===== src/rtl/chan_frame_packer.sv =====
// chan_frame_packer
// Round-robin arbiter plus byte serialiser. One pending channel word (data,
// status, channel id) is captured per frame and sent MSB byte first as
//   HDR, SEQ, {4'h0,CID}, STS, DW/8 data bytes, CHK
// on a byte-wide valid/ready stream.
// Optional feature macro: PACK_CRC8_EN. When it is defined, CHK is a CRC-8
// (poly 0x07, init 0, no reflection, no final xor) over SEQ..last data byte.
// When it is undefined, CHK is the modulo-256 sum of the same bytes.
module chan_frame_packer #(
  parameter int          NCH = 16,
  parameter int          DW  = 64,
  parameter logic [7:0]  HDR = 8'hA5
) (
  input  logic              fifo_clk,
  input  logic              rst,
  input  logic [NCH*DW-1:0] ch_data,
  input  logic [NCH*8-1:0]  ch_stat,
  input  logic [NCH-1:0]    ch_vld,
  output logic [NCH-1:0]    ch_ack,
  output logic [7:0]        out_data,
  output logic              out_vld,
  input  logic              out_rdy,
  output logic              out_sof,
  output logic              out_eof,
  output logic [15:0]       frm_cnt
);

  localparam int NB  = DW / 8;                    // data bytes per frame
  localparam int BCW = (NB > 1) ? $clog2(NB) : 1; // data byte counter width
  localparam int CW  = 4;                         // channel id width

  typedef enum logic [2:0] {
    S_IDLE,
    S_HDR,
    S_SEQ,
    S_CID,
    S_STS,
    S_DAT,
    S_CHK
  } state_t;

  state_t          state_reg;
  state_t          state_next;

  logic [DW-1:0]   ch_data_arr [NCH];
  logic [7:0]      ch_stat_arr [NCH];

  logic [CW-1:0]   grant;
  logic            grant_vld;
  logic            load;
  logic            accept;

  logic [CW-1:0]   rr_ptr_reg;
  logic [7:0]      seq_reg;
  logic [15:0]     frm_cnt_reg;
  logic [DW-1:0]   data_sh_reg;
  logic [7:0]      stat_reg;
  logic [CW-1:0]   cid_reg;
  logic [BCW-1:0]  byte_cnt_reg;
  logic [7:0]      chk_reg;
  logic [NCH-1:0]  ack_reg;

  // Unpack the flat channel buses into per-channel views.
  generate
    for (genvar gi = 0; gi < NCH; gi++) begin : g_unpack
      assign ch_data_arr[gi] = ch_data[gi*DW +: DW];
      assign ch_stat_arr[gi] = ch_stat[gi*8 +: 8];
    end
  endgenerate

  // Running check value update for one accepted byte.
  function automatic logic [7:0] chk_upd(input logic [7:0] c, input logic [7:0] b);
    logic [7:0] r;
`ifdef PACK_CRC8_EN
    r = c ^ b;
    for (int i = 0; i < 8; i++) begin
      r = r[7] ? ((r << 1) ^ 8'h07) : (r << 1);
    end
`else
    r = c + b;
`endif
    return r;
  endfunction

  // Round-robin pick: first requesting channel at or after the pointer,
  // wrapping at NCH-1. Scanning offsets from high to low lets the smallest
  // offset win without a priority chain of found-flags.
  always_comb begin
    int idx;
    grant     = '0;
    grant_vld = 1'b0;
    idx       = 0;
    for (int i = NCH - 1; i >= 0; i--) begin
      idx = int'(rr_ptr_reg) + i;
      if (idx >= NCH) begin
        idx = idx - NCH;
      end
      if (ch_vld[idx]) begin
        grant     = CW'(idx);
        grant_vld = 1'b1;
      end
    end
  end

  // Frame state register.
  always_ff @(posedge fifo_clk or negedge rst) begin
    if (!rst) begin
      state_reg <= S_IDLE;
    end else begin
      state_reg <= state_next;
    end
  end

  // Next state and stream outputs; outputs depend only on registered state so
  // the presented byte cannot change while the consumer is stalling.
  always_comb begin
    state_next = state_reg;
    out_vld    = 1'b0;
    out_sof    = 1'b0;
    out_eof    = 1'b0;
    out_data   = 8'h00;
    load       = 1'b0;
    case (state_reg)
      S_IDLE: begin
        if (grant_vld) begin
          load       = 1'b1;
          state_next = S_HDR;
        end
      end
      S_HDR: begin
        out_vld  = 1'b1;
        out_sof  = 1'b1;
        out_data = HDR;
        if (out_rdy) state_next = S_SEQ;
      end
      S_SEQ: begin
        out_vld  = 1'b1;
        out_data = seq_reg;
        if (out_rdy) state_next = S_CID;
      end
      S_CID: begin
        out_vld  = 1'b1;
        out_data = {4'h0, cid_reg};
        if (out_rdy) state_next = S_STS;
      end
      S_STS: begin
        out_vld  = 1'b1;
        out_data = stat_reg;
        if (out_rdy) state_next = S_DAT;
      end
      S_DAT: begin
        out_vld  = 1'b1;
        out_data = data_sh_reg[DW-1 -: 8];
        if (out_rdy && (byte_cnt_reg == BCW'(NB - 1))) state_next = S_CHK;
      end
      S_CHK: begin
        out_vld  = 1'b1;
        out_eof  = 1'b1;
        out_data = chk_reg;
        if (out_rdy) state_next = S_IDLE;
      end
      default: begin
        state_next = S_IDLE;
      end
    endcase
  end

  assign accept = out_vld & out_rdy;

  // Capture the granted word, pulse its ack, and advance the frame datapath on
  // every accepted byte (check accumulation, data shift, sequence/frame count).
  always_ff @(posedge fifo_clk or negedge rst) begin
    if (!rst) begin
      rr_ptr_reg   <= '0;
      seq_reg      <= '0;
      frm_cnt_reg  <= '0;
      data_sh_reg  <= '0;
      stat_reg     <= '0;
      cid_reg      <= '0;
      byte_cnt_reg <= '0;
      chk_reg      <= '0;
      ack_reg      <= '0;
    end else begin
      ack_reg <= '0;
      if (load) begin
        data_sh_reg  <= ch_data_arr[grant];
        stat_reg     <= ch_stat_arr[grant];
        cid_reg      <= grant;
        ack_reg      <= {{(NCH-1){1'b0}}, 1'b1} << grant;
        rr_ptr_reg   <= (grant == CW'(NCH - 1)) ? '0 : grant + 1'b1;
        chk_reg      <= '0;
        byte_cnt_reg <= '0;
      end
      if (accept) begin
        case (state_reg)
          S_SEQ, S_CID, S_STS: begin
            chk_reg <= chk_upd(chk_reg, out_data);
          end
          S_DAT: begin
            chk_reg      <= chk_upd(chk_reg, out_data);
            data_sh_reg  <= data_sh_reg << 8;
            byte_cnt_reg <= byte_cnt_reg + 1'b1;
          end
          S_CHK: begin
            seq_reg     <= seq_reg + 8'd1;
            frm_cnt_reg <= frm_cnt_reg + 16'd1;
          end
          default: begin
          end
        endcase
      end
    end
  end

  assign ch_ack  = ack_reg;
  assign frm_cnt = frm_cnt_reg;

endmodule

===== config.mk =====
export PLATFORM = sky130hd
export DESIGN_NAME = chan_frame_packer
export DESIGN_NICKNAME = d
export VERILOG_FILES = /design/src/rtl/chan_frame_packer.sv
export SDC_FILE = /design/constraint.sdc
export NUM_CORES = 1
export LEC_CHECK = 0
export CAP_MARGIN = 10
export CORE_AREA = 5 5 476 478
export CTS_CLUSTER_DIAMETER = 150
export DETAILED_ROUTE_END_ITERATION = 12
export DIE_AREA = 0 0 481 483
export DONT_BUFFER_PORTS = 1
export PLACE_DENSITY = 0.3
export SLEW_MARGIN = 15
export SYNTH_ARGS = -nofsm -noshare
export SYNTH_HDL_FRONTEND = slang
export SYNTH_SLANG_ARGS = --single-unit

===== constraint.sdc =====
create_clock -name fifo_clk -period 7.05 [get_ports fifo_clk]
set_clock_uncertainty 0.05 [all_clocks]
set_input_delay 1.0575 -clock fifo_clk [delete_from_list [all_inputs] [get_ports fifo_clk]]
set_output_delay 1.0575 -clock fifo_clk [all_outputs]
set_load 0.03 [all_outputs]

==> impl_metrics.tcl <==
set metrics [dict create \
    row_count 173 \
    clkLatencyLatePin_ns 0.57 \
    start_kind "flop" \
    maxCapViolations 0 \
    slew_viol_final 0 \
    firstDrtPassIters 5 \
    vias 19200 \
    grt_usage 0.159 \
    syn_nets 3324 \
    fp.dieW_um 481 \
    synth_top_cells_by_count "mux2i_1, nand2_1, dfrtp_1, a221oi_1, a32oi_1" \
    crit_required_ns 7.41 \
    r2r-start "rr_ptr_reg[2]" \
    outcome "finished, final reports clean" \
    drc 0 \
    ios 1214 \
    reg2reg_slack_ns 0.69 \
    gp_congestion 0.917 \
    synth_largest_area_cell "mux2i_1" \
    synth.most_common_cell "mux2i_1" \
    synthesis.area_um2 18000 \
    clockBufferDepth 2 \
    synth_cells 2128 \
    rr_worst_depth 15 \
    layout_worst_path_cycle_share 0.902 \
    synth_edf_count 0 \
    overflow 0 \
    max_slew.worst_pin.slew_ns 1.14 \
    core_area_um2 221000 \
    clk_pin_slew_ns 0.11 \
    layout.nets 3239 \
    seq_area_frac_synth 0.186 \
    cts-resized-gates 0 \
    drive_gt1_frac 0.0987 \
    grt_pass1_vias 19900 \
    min_period_ns 6.36 \
    cts-root-buf "clkbuf_16" \
    synth.distinct_cells 75 \
    ys_top_cells_by_area "mux2i_1, dfrtp_1, nand2_1, a221oi_1, a32oi_1" \
    cts.sinks 134 \
    io_buffer_count 0 \
    drtIter0Drc 1516 \
    cp-end-kind "flop" \
    rsz0062_at_grt "no" \
    wl_per_cell_um 38.1 \
    arrival_ns 6.71 \
    grt_pass1_wl_um 238000 \
    ys_ff_latch 134 \
    setup_viol 0 \
    yosysWarnings 0 \
    fin_util 0.101 \
    synth_flop_cell "dfrtp_1" \
    max-slew-margin-rel 0.236 \
    cts_tree "yes" \
    routed_wl_um 194000 \
    initial_core_util 0.0814 \
    r2r_end "data_sh_reg[30]" \
    via_per_inst 3.78 \
    htreeDepth 4 \
    largest_reg_flops 64 \
    areaGrowthSynthToFinish_pct 24.6 \
    die_area_um2 232000 \
    floorplan.die.height_um 483 \
    hold_violations 0 \
    drtAntennaViolNets 0 \
    cts_buffers 17 \
    min-delay-path-class "in2async" \
    synth_top_area_share 0.328 \
    antenna_found_initial 178 \
    fillers 25800 \
    avgSynthCellArea_um2 8.47 \
    max_freq_mhz 157 \
    finalSetupTns_ns 0 \
    dp_hpwl_um 167000 \
    ctsHoldBuffers 0 \
    async_flop_share 1.00 \
    grt_max_degree 135 \
    critPathKind "reg2reg" \
    cts_setup_buffers 0 \
    critPathMaxFanout 53 \
]
## worst max-delay path by stage
stage / start / end / slack [ns] / depth (start not counted)
floorplan: rr_ptr_reg[1] / rr_ptr_reg[2] / 2.19 / 19
global placement: rr_ptr_reg[2] / data_sh_reg[63] / 0.51 / 16
detailed placement: rr_ptr_reg[2] / data_sh_reg[63] / 0.57 / 16
CTS: rr_ptr_reg[2] / data_sh_reg[63] / 0.50 / 16
global route: rr_ptr_reg[2] / data_sh_reg[30] / 0.30 / 15
finish: rr_ptr_reg[2] / data_sh_reg[30] / 0.69 / 15
## final cells by class
class                      instances  area, um^2  area share
antenna                           56         140     0.00624
clock buffer                      17         425      0.0189
clock inverter                    15         184     0.00819
inverter                          19        78.8     0.00351
multi-input combinational       1775       13600       0.607
sequential                       134        3350       0.149
tap                             2975        3720       0.166
timing repair buffer              96         921      0.0410
## placed cells by master, fill, tap and decap left out, types with 12 or more instances in the layout
cell / netlist / layout
mux2i_1: 590 / 590
nand2_1: 381 / 381
dfrtp_1: 134 / 134
a221oi_1: 114 / 114
a32oi_1: 108 / 108
nand3_1: 89 / 89
buf_4: 37 / 80
nand4_1: 65 / 65
o21ai_1: 59 / 58
diode_2: 0 / 56
o21ai_0: 39 / 39
nor2_1: 42 / 37
mux4_2: 26 / 26
a21oi_1: 25 / 25
xnor2_1: 25 / 25
ha_1: 24 / 24
mux2_2: 19 / 19
and3_1: 19 / 19
clkbuf_16: 0 / 17
buf_12: 0 / 16
a211oi_1: 14 / 14
inv_1: 13 / 13
xor2_1: 12 / 12
## per-stage QoR
step / instance area [um^2] / setup WS [ns] / hold WS (ns) / std cells
global placement: 21700 / 0.505 / 0.422 / 4999
global route: 22400 / 0.297 / 0.0953 / 5069
CTS: 22300 / 0.499 / 0.0450 / 5031
finish: 22500 / 0.694 / 0.152 / 5087
floorplan: 18000 / 2.19 / 0.396 / 2128
detailed placement: 21700 / 0.570 / 0.427 / 4999
## layer usage
metal  GRT usage  wire, um  vias to the layer above
li1            -         -                     8064
met1       0.174     72100                     9487
met2       0.288     98000                     1232
met3      0.0567     16700                      345
met4      0.0479      6670                       88
met5           0       552                        -
## worst max-delay path, stage by stage (launching register included)
cell and delay [ns]:
dfrtp_1 0.75, inv_1 0.37, ha_1 0.54, inv_1 0.42, mux2_2 0.43, a211oi_1 0.49, o211ai_1 0.16, a31oi_1 0.24
nor3_1 0.11, a221oi_4 0.54, buf_12 0.39, and2_4 0.55, buf_4 0.36, a221oi_1 0.21, nand2_1 0.32, nand4_1 0.12
## cell families (layout without fill, tap and decap cells)
logic type,Yosys count,in the layout,share of synthesized area
xor+xnor,40,40,0.0207
fa+ha+maj,25,25,0.0178
mux,636,636,0.373
buf+inv,219,147,0.0621
other cells,0,56,0
simple gates,638,638,0.157
flops,134,134,0.186
compound gates,436,436,0.183
Power is not shown: default switching activity piles up to over one toggle a cycle in this logic, so the estimate is an artifact.
